## src/rtl/fifo_wr_arbiter_if.sv

```systemverilog
// Bundle of the requester-side handshake and the FIFO push port shared by fifo_wr_arbiter.
// The master modport drives requests and the full flag; the slave modport is the arbiter.
interface fifo_wr_arbiter_if #(
    parameter int N_REQ = 4,
    parameter int DW    = 8
);
    logic [N_REQ-1:0]    req_i;
    logic [N_REQ*DW-1:0] data_i;
    logic [N_REQ-1:0]    last_i;
    logic [N_REQ-1:0]    ready_o;
    logic [N_REQ-1:0]    grant_o;
    logic                busy_o;
    logic                fifo_push_o;
    logic [DW-1:0]       fifo_data_o;
    logic                fifo_full_i;

    modport master (
        output req_i, data_i, last_i, fifo_full_i,
        input  ready_o, grant_o, busy_o, fifo_push_o, fifo_data_o
    );

    modport slave (
        input  req_i, data_i, last_i, fifo_full_i,
        output ready_o, grant_o, busy_o, fifo_push_o, fifo_data_o
    );
endinterface

```

## src/rtl/fifo_wr_arbiter.sv

```systemverilog
// Packet-locked arbiter sharing one FIFO write port among N_REQ requesters.
// Round-robin by default; define ARB_FIXED_PRIO_EN for lowest-index-wins priority.
module fifo_wr_arbiter #(
    parameter  int N_REQ = 4,
    parameter  int DW    = 8,
    localparam int IW    = (N_REQ > 1) ? $clog2(N_REQ) : 1
) (
    input  logic             clk_i,
    input  logic             rst_i,
    fifo_wr_arbiter_if.slave bus
);

    typedef enum logic [0:0] {
        IDLE = 1'b0,
        LOCK = 1'b1
    } state_t;

    localparam logic [IW+1:0] N_W    = (IW+2)'(N_REQ);
    localparam logic [IW-1:0] IDX_MAX = IW'(N_REQ - 1);

    state_t           state_r,  state_nxt_s;
    logic [N_REQ-1:0] grant_r,  grant_nxt_s;
    logic [IW-1:0]    gidx_r,   gidx_nxt_s;
    logic [IW-1:0]    rr_ptr_r, rr_ptr_nxt_s;
    logic             busy_r,   busy_nxt_s;

    logic [IW-1:0]    start_s;
    logic [IW-1:0]    win_s;
    logic             any_req_s;
    logic [N_REQ-1:0] ready_s;
    logic             push_s;
    logic [DW-1:0]    fdata_s;

    // First requester with req set, scanning upward from start and wrapping at N_REQ.
    function automatic logic [IW-1:0] pick_winner(
        input logic [N_REQ-1:0] req,
        input logic [IW-1:0]    start
    );
        logic          found;
        logic [IW-1:0] win;
        logic [IW+1:0] pos;
        found = 1'b0;
        win   = '0;
        for (int i = 0; i < N_REQ; i++) begin
            pos = {2'b00, start} + (IW+2)'(i);
            if (pos >= N_W) begin
                pos = pos - N_W;
            end else begin
                pos = pos;
            end
            if (!found && req[pos[IW-1:0]]) begin
                found = 1'b1;
                win   = pos[IW-1:0];
            end else begin
                found = found;
            end
        end
        return win;
    endfunction

    // Search origin: one past the last packet owner, or always index 0 in fixed priority.
    always_comb begin
        start_s = '0;
`ifdef ARB_FIXED_PRIO_EN
        start_s = '0;
`else
        if (rr_ptr_r == IDX_MAX) begin
            start_s = '0;
        end else begin
            start_s = rr_ptr_r + IW'(1);
        end
`endif
    end

    assign any_req_s = |bus.req_i;
    assign win_s     = pick_winner(bus.req_i, start_s);

    // Next-state logic and the combinational push/ready/data path of the owner.
    always_comb begin
        state_nxt_s  = state_r;
        grant_nxt_s  = grant_r;
        gidx_nxt_s   = gidx_r;
        rr_ptr_nxt_s = rr_ptr_r;
        busy_nxt_s   = busy_r;
        ready_s      = '0;
        push_s       = 1'b0;
        fdata_s      = '0;
        case (state_r)
            IDLE: begin
                if (any_req_s) begin
                    state_nxt_s        = LOCK;
                    grant_nxt_s        = '0;
                    grant_nxt_s[win_s] = 1'b1;
                    gidx_nxt_s         = win_s;
                    busy_nxt_s         = 1'b1;
                end else begin
                    state_nxt_s = IDLE;
                    grant_nxt_s = '0;
                    busy_nxt_s  = 1'b0;
                end
            end
            LOCK: begin
                ready_s[gidx_r] = ~bus.fifo_full_i;
                push_s          = bus.req_i[gidx_r] & ~bus.fifo_full_i;
                if (push_s) begin
                    fdata_s = bus.data_i[gidx_r*DW +: DW];
                end else begin
                    fdata_s = '0;
                end
                // The lock only releases on an accepted last beat; stalls just hold it.
                if (push_s && bus.last_i[gidx_r]) begin
                    state_nxt_s  = IDLE;
                    grant_nxt_s  = '0;
                    rr_ptr_nxt_s = gidx_r;
                    busy_nxt_s   = 1'b0;
                end else begin
                    state_nxt_s = LOCK;
                    busy_nxt_s  = 1'b1;
                end
            end
            default: begin
                state_nxt_s = IDLE;
                grant_nxt_s = '0;
                busy_nxt_s  = 1'b0;
            end
        endcase
    end

    // State, grant and round-robin pointer registers.
    always_ff @(posedge clk_i) begin
        if (rst_i) begin
            state_r  <= IDLE;
            grant_r  <= '0;
            gidx_r   <= '0;
            rr_ptr_r <= IDX_MAX;
            busy_r   <= 1'b0;
        end else begin
            state_r  <= state_nxt_s;
            grant_r  <= grant_nxt_s;
            gidx_r   <= gidx_nxt_s;
            rr_ptr_r <= rr_ptr_nxt_s;
            busy_r   <= busy_nxt_s;
        end
    end

    assign bus.grant_o     = grant_r;
    assign bus.busy_o      = busy_r;
    assign bus.ready_o     = ready_s;
    assign bus.fifo_push_o = push_s;
    assign bus.fifo_data_o = fdata_s;

endmodule
```

## src/flat_wrapper.sv

```systemverilog
// flat-port wrapper written by rule: the top's interface ports become plain ports
module fifo_wr_arbiter_flat 
#(
    parameter  int N_REQ = 4,
    parameter  int DW    = 8,
    localparam int IW    = (N_REQ > 1) ? $clog2(N_REQ) : 1
)
  (clk_i, rst_i, bus_req_i, bus_data_i, bus_last_i, bus_fifo_full_i, bus_ready_o, bus_grant_o, bus_busy_o, bus_fifo_push_o, bus_fifo_data_o);
  fifo_wr_arbiter_if #(.N_REQ(N_REQ), .DW(DW)) bus_i ();
  input  logic clk_i;
  input  logic rst_i;
  input wire logic [$bits(bus_i.req_i)-1:0] bus_req_i;
  input wire logic [$bits(bus_i.data_i)-1:0] bus_data_i;
  input wire logic [$bits(bus_i.last_i)-1:0] bus_last_i;
  input wire logic [$bits(bus_i.fifo_full_i)-1:0] bus_fifo_full_i;
  output wire logic [$bits(bus_i.ready_o)-1:0] bus_ready_o;
  output wire logic [$bits(bus_i.grant_o)-1:0] bus_grant_o;
  output wire logic [$bits(bus_i.busy_o)-1:0] bus_busy_o;
  output wire logic [$bits(bus_i.fifo_push_o)-1:0] bus_fifo_push_o;
  output wire logic [$bits(bus_i.fifo_data_o)-1:0] bus_fifo_data_o;
  assign bus_i.req_i = bus_req_i;
  assign bus_i.data_i = bus_data_i;
  assign bus_i.last_i = bus_last_i;
  assign bus_i.fifo_full_i = bus_fifo_full_i;
  assign bus_ready_o = bus_i.ready_o;
  assign bus_grant_o = bus_i.grant_o;
  assign bus_busy_o = bus_i.busy_o;
  assign bus_fifo_push_o = bus_i.fifo_push_o;
  assign bus_fifo_data_o = bus_i.fifo_data_o;
  fifo_wr_arbiter #(.N_REQ(N_REQ), .DW(DW)) u_core (.clk_i(clk_i), .rst_i(rst_i), .bus(bus_i));
endmodule
```

## config.mk

```make
export PLATFORM = sky130hd
export DESIGN_NAME = fifo_wr_arbiter_flat
export DESIGN_NICKNAME = d
export VERILOG_FILES = /design/src/rtl/fifo_wr_arbiter_if.sv /design/src/rtl/fifo_wr_arbiter.sv /design/src/flat_wrapper.sv
export SDC_FILE = /design/constraint.sdc
export NUM_CORES = 1
export LEC_CHECK = 0
export CORE_AREA = 3 3 48 61
export DETAILED_ROUTE_END_ITERATION = 10
export DIE_AREA = 0 0 51 64
export MAX_ROUTING_LAYER = met4
export PLACE_DENSITY_LB_ADDON = 0.1
export SETUP_SLACK_MARGIN = 0.5
export SLEW_MARGIN = 20
export SYNTH_ARGS = -nofsm -noshare
export SYNTH_HDL_FRONTEND = slang
export SYNTH_SLANG_ARGS = --single-unit
```

## constraint.sdc

```tcl
create_clock -name clk_i -period 2.8 [get_ports clk_i]
set_clock_uncertainty 0.2 [all_clocks]
set_input_delay 0.42 -clock clk_i [delete_from_list [all_inputs] [get_ports clk_i]]
set_output_delay 0.42 -clock clk_i [all_outputs]
set_load 0.1 [all_outputs]
```

==> metrics.log <==
INFO  metric first_global_vias = 959
INFO  metric final.hold.worst_slack = 0.293 ns
INFO  metric post-dp-hpwl = 2.30 mm
INFO  metric netlist_top_cells_area = sky130_fd_sc_hd__mux4_2 29%, sky130_fd_sc_hd__dfxtp_1 23%, sky130_fd_sc_hd__and3_1 7.2%
INFO  metric hold_depth = 2
INFO  metric router_iterations_before_antenna_repair = 4
INFO  metric irDropWorstVdd = 0.331 mV
INFO  metric grt_max_degree = 16
INFO  metric min-delay-start = u_core.bus.grant_o[0]
INFO  metric power.static_leakage = 0.000691 µW
INFO  metric place.gp.congestion = 0.862
INFO  metric per_cell_routed_wire_length = 17.0 µm
INFO  metric synth-seq-cells = 9
INFO  metric synth_fp_nets = 128
INFO  metric critical-path-max-stage-delay = 0.49 ns
INFO  metric hp-class = reg -> reg
INFO  metric remaining_max_slew_budget_at_the_tightest_pin = 0.711
INFO  metric multi_input_area = 664 µm²
INFO  metric postSynthAreaPerCell = 9.32 µm²
INFO  metric grt_antenna_before_repair = 0
INFO  metric power.density_cell_area = 331 nW/µm²
INFO  metric crit_fanout = 1
INFO  metric arrival = 1.70 ns
INFO  metric tritoncts = built
INFO  metric remaining_design_rule_violation_count = 0
INFO  metric die_h = 64 µm
INFO  metric cts_root_buf = sky130_fd_sc_hd__clkbuf_4
INFO  metric grt_usage = 0.203
INFO  metric critPathBufInv = 2
INFO  metric floorplan.rows = 20
INFO  metric rsz0062_at_grt = yes
INFO  metric n_antenna_cell = 0
INFO  metric globalRouteOverflowTotal = 0
INFO  metric required = 2.18 ns
INFO  metric timing_limited_maximum_frequency = 431 MHz
INFO  metric io_buffer_count = 60
INFO  metric cts.path.max_buffers = 2
INFO  metric crit_chain = clkdlybuf4s50_1 > mux4_2 > and3_4 > buf_12
INFO  metric synth_cell_type_count = 29
INFO  metric cp-start-kind = input pin
INFO  metric core_area = 2430 µm²
INFO  metric cell_type_contributing_the_most_total_cell_area_after_synthesis = sky130_fd_sc_hd__mux4_2
INFO  metric nNetsFinal = 196
INFO  metric detail_route.vias_per_cell = 5.29
INFO  metric worstReg2RegEnd = u_core.bus.grant_o[3]
INFO  metric vias = 974
INFO  metric reg2reg_depth = 6
INFO  metric ys_warn_count = 0
INFO  metric final_min_period_over_clock_period = 0.829
INFO  metric floorplan.initialDensity = 0.323
INFO  metric synth_sequential_area_ratio = 0.230
INFO  metric die_w = 51 µm
INFO  metric drt-total-wl = 3.12 mm
INFO  metric crit_type = in -> out
INFO  metric fin_crit = 2.32 ns
INFO  metric worst-slew-pin-transition = 0.431 ns
INFO  metric worst_hold_end = u_core.bus.grant_o[0]
INFO  metric clock_tree.htree_level_count = 1
INFO  metric hold_viol_final = 0
INFO  metric max_cap_violations = 0
INFO  metric clkLatencyLatePin = 0.25 ns
INFO  metric cts_sink_cnt = 9
INFO  metric synth_top_cell_area_share = 0.288
INFO  metric reg2reg_setup_slack = 0.72 ns
INFO  metric final_total_power = 570 µW
INFO  metric clock_transition_at_path_regs = 0.06 ns
INFO  metric run_status = finished, final reports clean
INFO  metric timing_max_transition_violations_final = 0
INFO  metric detailedRoute.firstIterationViolations = 21
INFO  metric syn-instance-count = 84
INFO  metric cts_made_buffers = 3
INFO  metric syn_to_layout_area_delta = 120%
INFO  metric fin_setup_tns = 0 ns
INFO  metric setup_viol = 0
INFO  metric ant_nets = 0
INFO  metric timing.rr.start = u_core.rr_ptr_r[0]
INFO  metric fp.dieArea = 3260 µm²
INFO  metric post_synth_instance_area = 783 µm²
INFO  metric wire_length_of_the_first_global_routing_pass = 4.91 mm
INFO  metric cpLargestDelayFamily = buffers and inverters
INFO  metric fillerInstances = 187
INFO  metric drive_above_1_share = 0.391
INFO  metric cpMaxStageDelayCell = sky130_fd_sc_hd__mux4_2
INFO  metric ports_placed_on_the_boundary = 61
INFO  metric layout.area.seq = 189 µm²
INFO  metric setup.worst_path.end_class = primary output
INFO  metric cts.hold.buffers_added = 0
## flip-flops by register name (all words and copies together) (netlist names)
name	flops
u_core.rr_ptr_r	2
u_core.bus.grant_o	4
u_core.state_r	1
u_core.gidx_r	2
## synth_stat cells (all sizes together)
cell     n
or4      1
nand2    7
nor4     1
nor3     3
ha       1
nor3b    1
o31a     1
mux4    10
nand2b   4
and3b    1
or2      2
nand3    1
dfxtp    9
a21oi    7
o211a    1
nor2b    1
a21o     1
inv      2
and3    10
o32ai    3
clkbuf   3
nor2     7
o22a     1
o21ai    1
o31ai    1
buf      4
## layout make-up
cell class,instances,share of cell area
multi-input cells,68,0.385
inverters,2,0.00435
well taps,33,0.0239
clock buffers,4,0.0152
flip-flops and latches,9,0.109
repair buffers,68,0.462
## kinds of logic after synthesis
| kind of cell | Yosys count | synth area share |
|---|---|---|
| AO/OA/AOI/OAI | 16 | 0.141 |
| adder cells (fa/ha/maj) | 1 | 0.0160 |
| buffers and inverters | 9 | 0.0479 |
| flip-flops | 9 | 0.230 |
| multiplexers | 10 | 0.288 |
| AND/OR/NAND/NOR | 39 | 0.278 |
## through the flow
step                cell area (µm²)  std cells  utilization  setup slack [ns]
floorplan                       833         84            -             0.426
global placement               1580        173        0.649             0.285
detailed placement             1580        173        0.649             0.235
CTS                            1680        181        0.691             0.481
global route                   1730        184        0.711             0.452
finish                         1730        184        0.711             0.480
## tightest hold or removal path, stage by stage, from the launching register on
cell                       delay, ns
sky130_fd_sc_hd__dfxtp_1        0.31
sky130_fd_sc_hd__nand2b_1       0.06
sky130_fd_sc_hd__o32ai_1        0.07
## per-layer routing
layer / vias up / wire (µm) / global-route usage
met4: 0 / 12 / 0.0606
li1: 464 / - / -
met2: 42 / 1670 / 0.365
met1: 466 / 1210 / 0.226
met5: - / 0 / -
met3: 2 / 232 / 0.0303
## cells in the final DEF, fill, tap and decap left out, types with 2 or more instances in the layout
master and instances:
sky130_fd_sc_hd__dfxtp_1 6, sky130_fd_sc_hd__nand2_1 7, sky130_fd_sc_hd__buf_12 13, sky130_fd_sc_hd__dlygate4sd2_1 5, sky130_fd_sc_hd__clkdlybuf4s50_1 33, sky130_fd_sc_hd__buf_4 10, sky130_fd_sc_hd__nor2b_4 2, sky130_fd_sc_hd__nor2_1 6
sky130_fd_sc_hd__dlymetal6s2s_1 4, sky130_fd_sc_hd__o32ai_1 3, sky130_fd_sc_hd__dfxtp_4 2, sky130_fd_sc_hd__mux4_2 11, sky130_fd_sc_hd__a21oi_1 7, sky130_fd_sc_hd__nand2b_1 4, sky130_fd_sc_hd__and3_4 8, sky130_fd_sc_hd__inv_1 2
sky130_fd_sc_hd__clkbuf_4 3, sky130_fd_sc_hd__nor3_1 3, sky130_fd_sc_hd__buf_6 2
## power by group
group          internal (µW)  total, µW  switching [µW]
Sequential               137        146            9.17
Combinational            154        327             173
Clock                   54.7       96.7            42.0
Total                    346        570             224
## how the worst max path moves through the flow
stage | startpoint | end | slack (ns) | cells after the start
3_3_place_gp | bus_req_i[3] | bus_fifo_data_o[5] | 0.28 | 4
2_1_floorplan | u_core.state_r | bus_ready_o[0] | 0.43 | 3
4_1_cts | bus_data_i[17] | bus_fifo_data_o[1] | 0.48 | 4
3_5_place_dp | bus_req_i[3] | bus_fifo_data_o[1] | 0.24 | 4
6_report | bus_data_i[7] | bus_fifo_data_o[7] | 0.48 | 4
5_1_grt | bus_data_i[17] | bus_fifo_data_o[1] | 0.45 | 4
## timing repair
item	CTS	global route
buffers inserted	3	2
gates resized for setup	17	8
setup endpoints to repair	9	5
gates cloned	1	1
endpoints found under the hold margin	0	0
No activity file was read; power rests on OpenSTA's default activity.
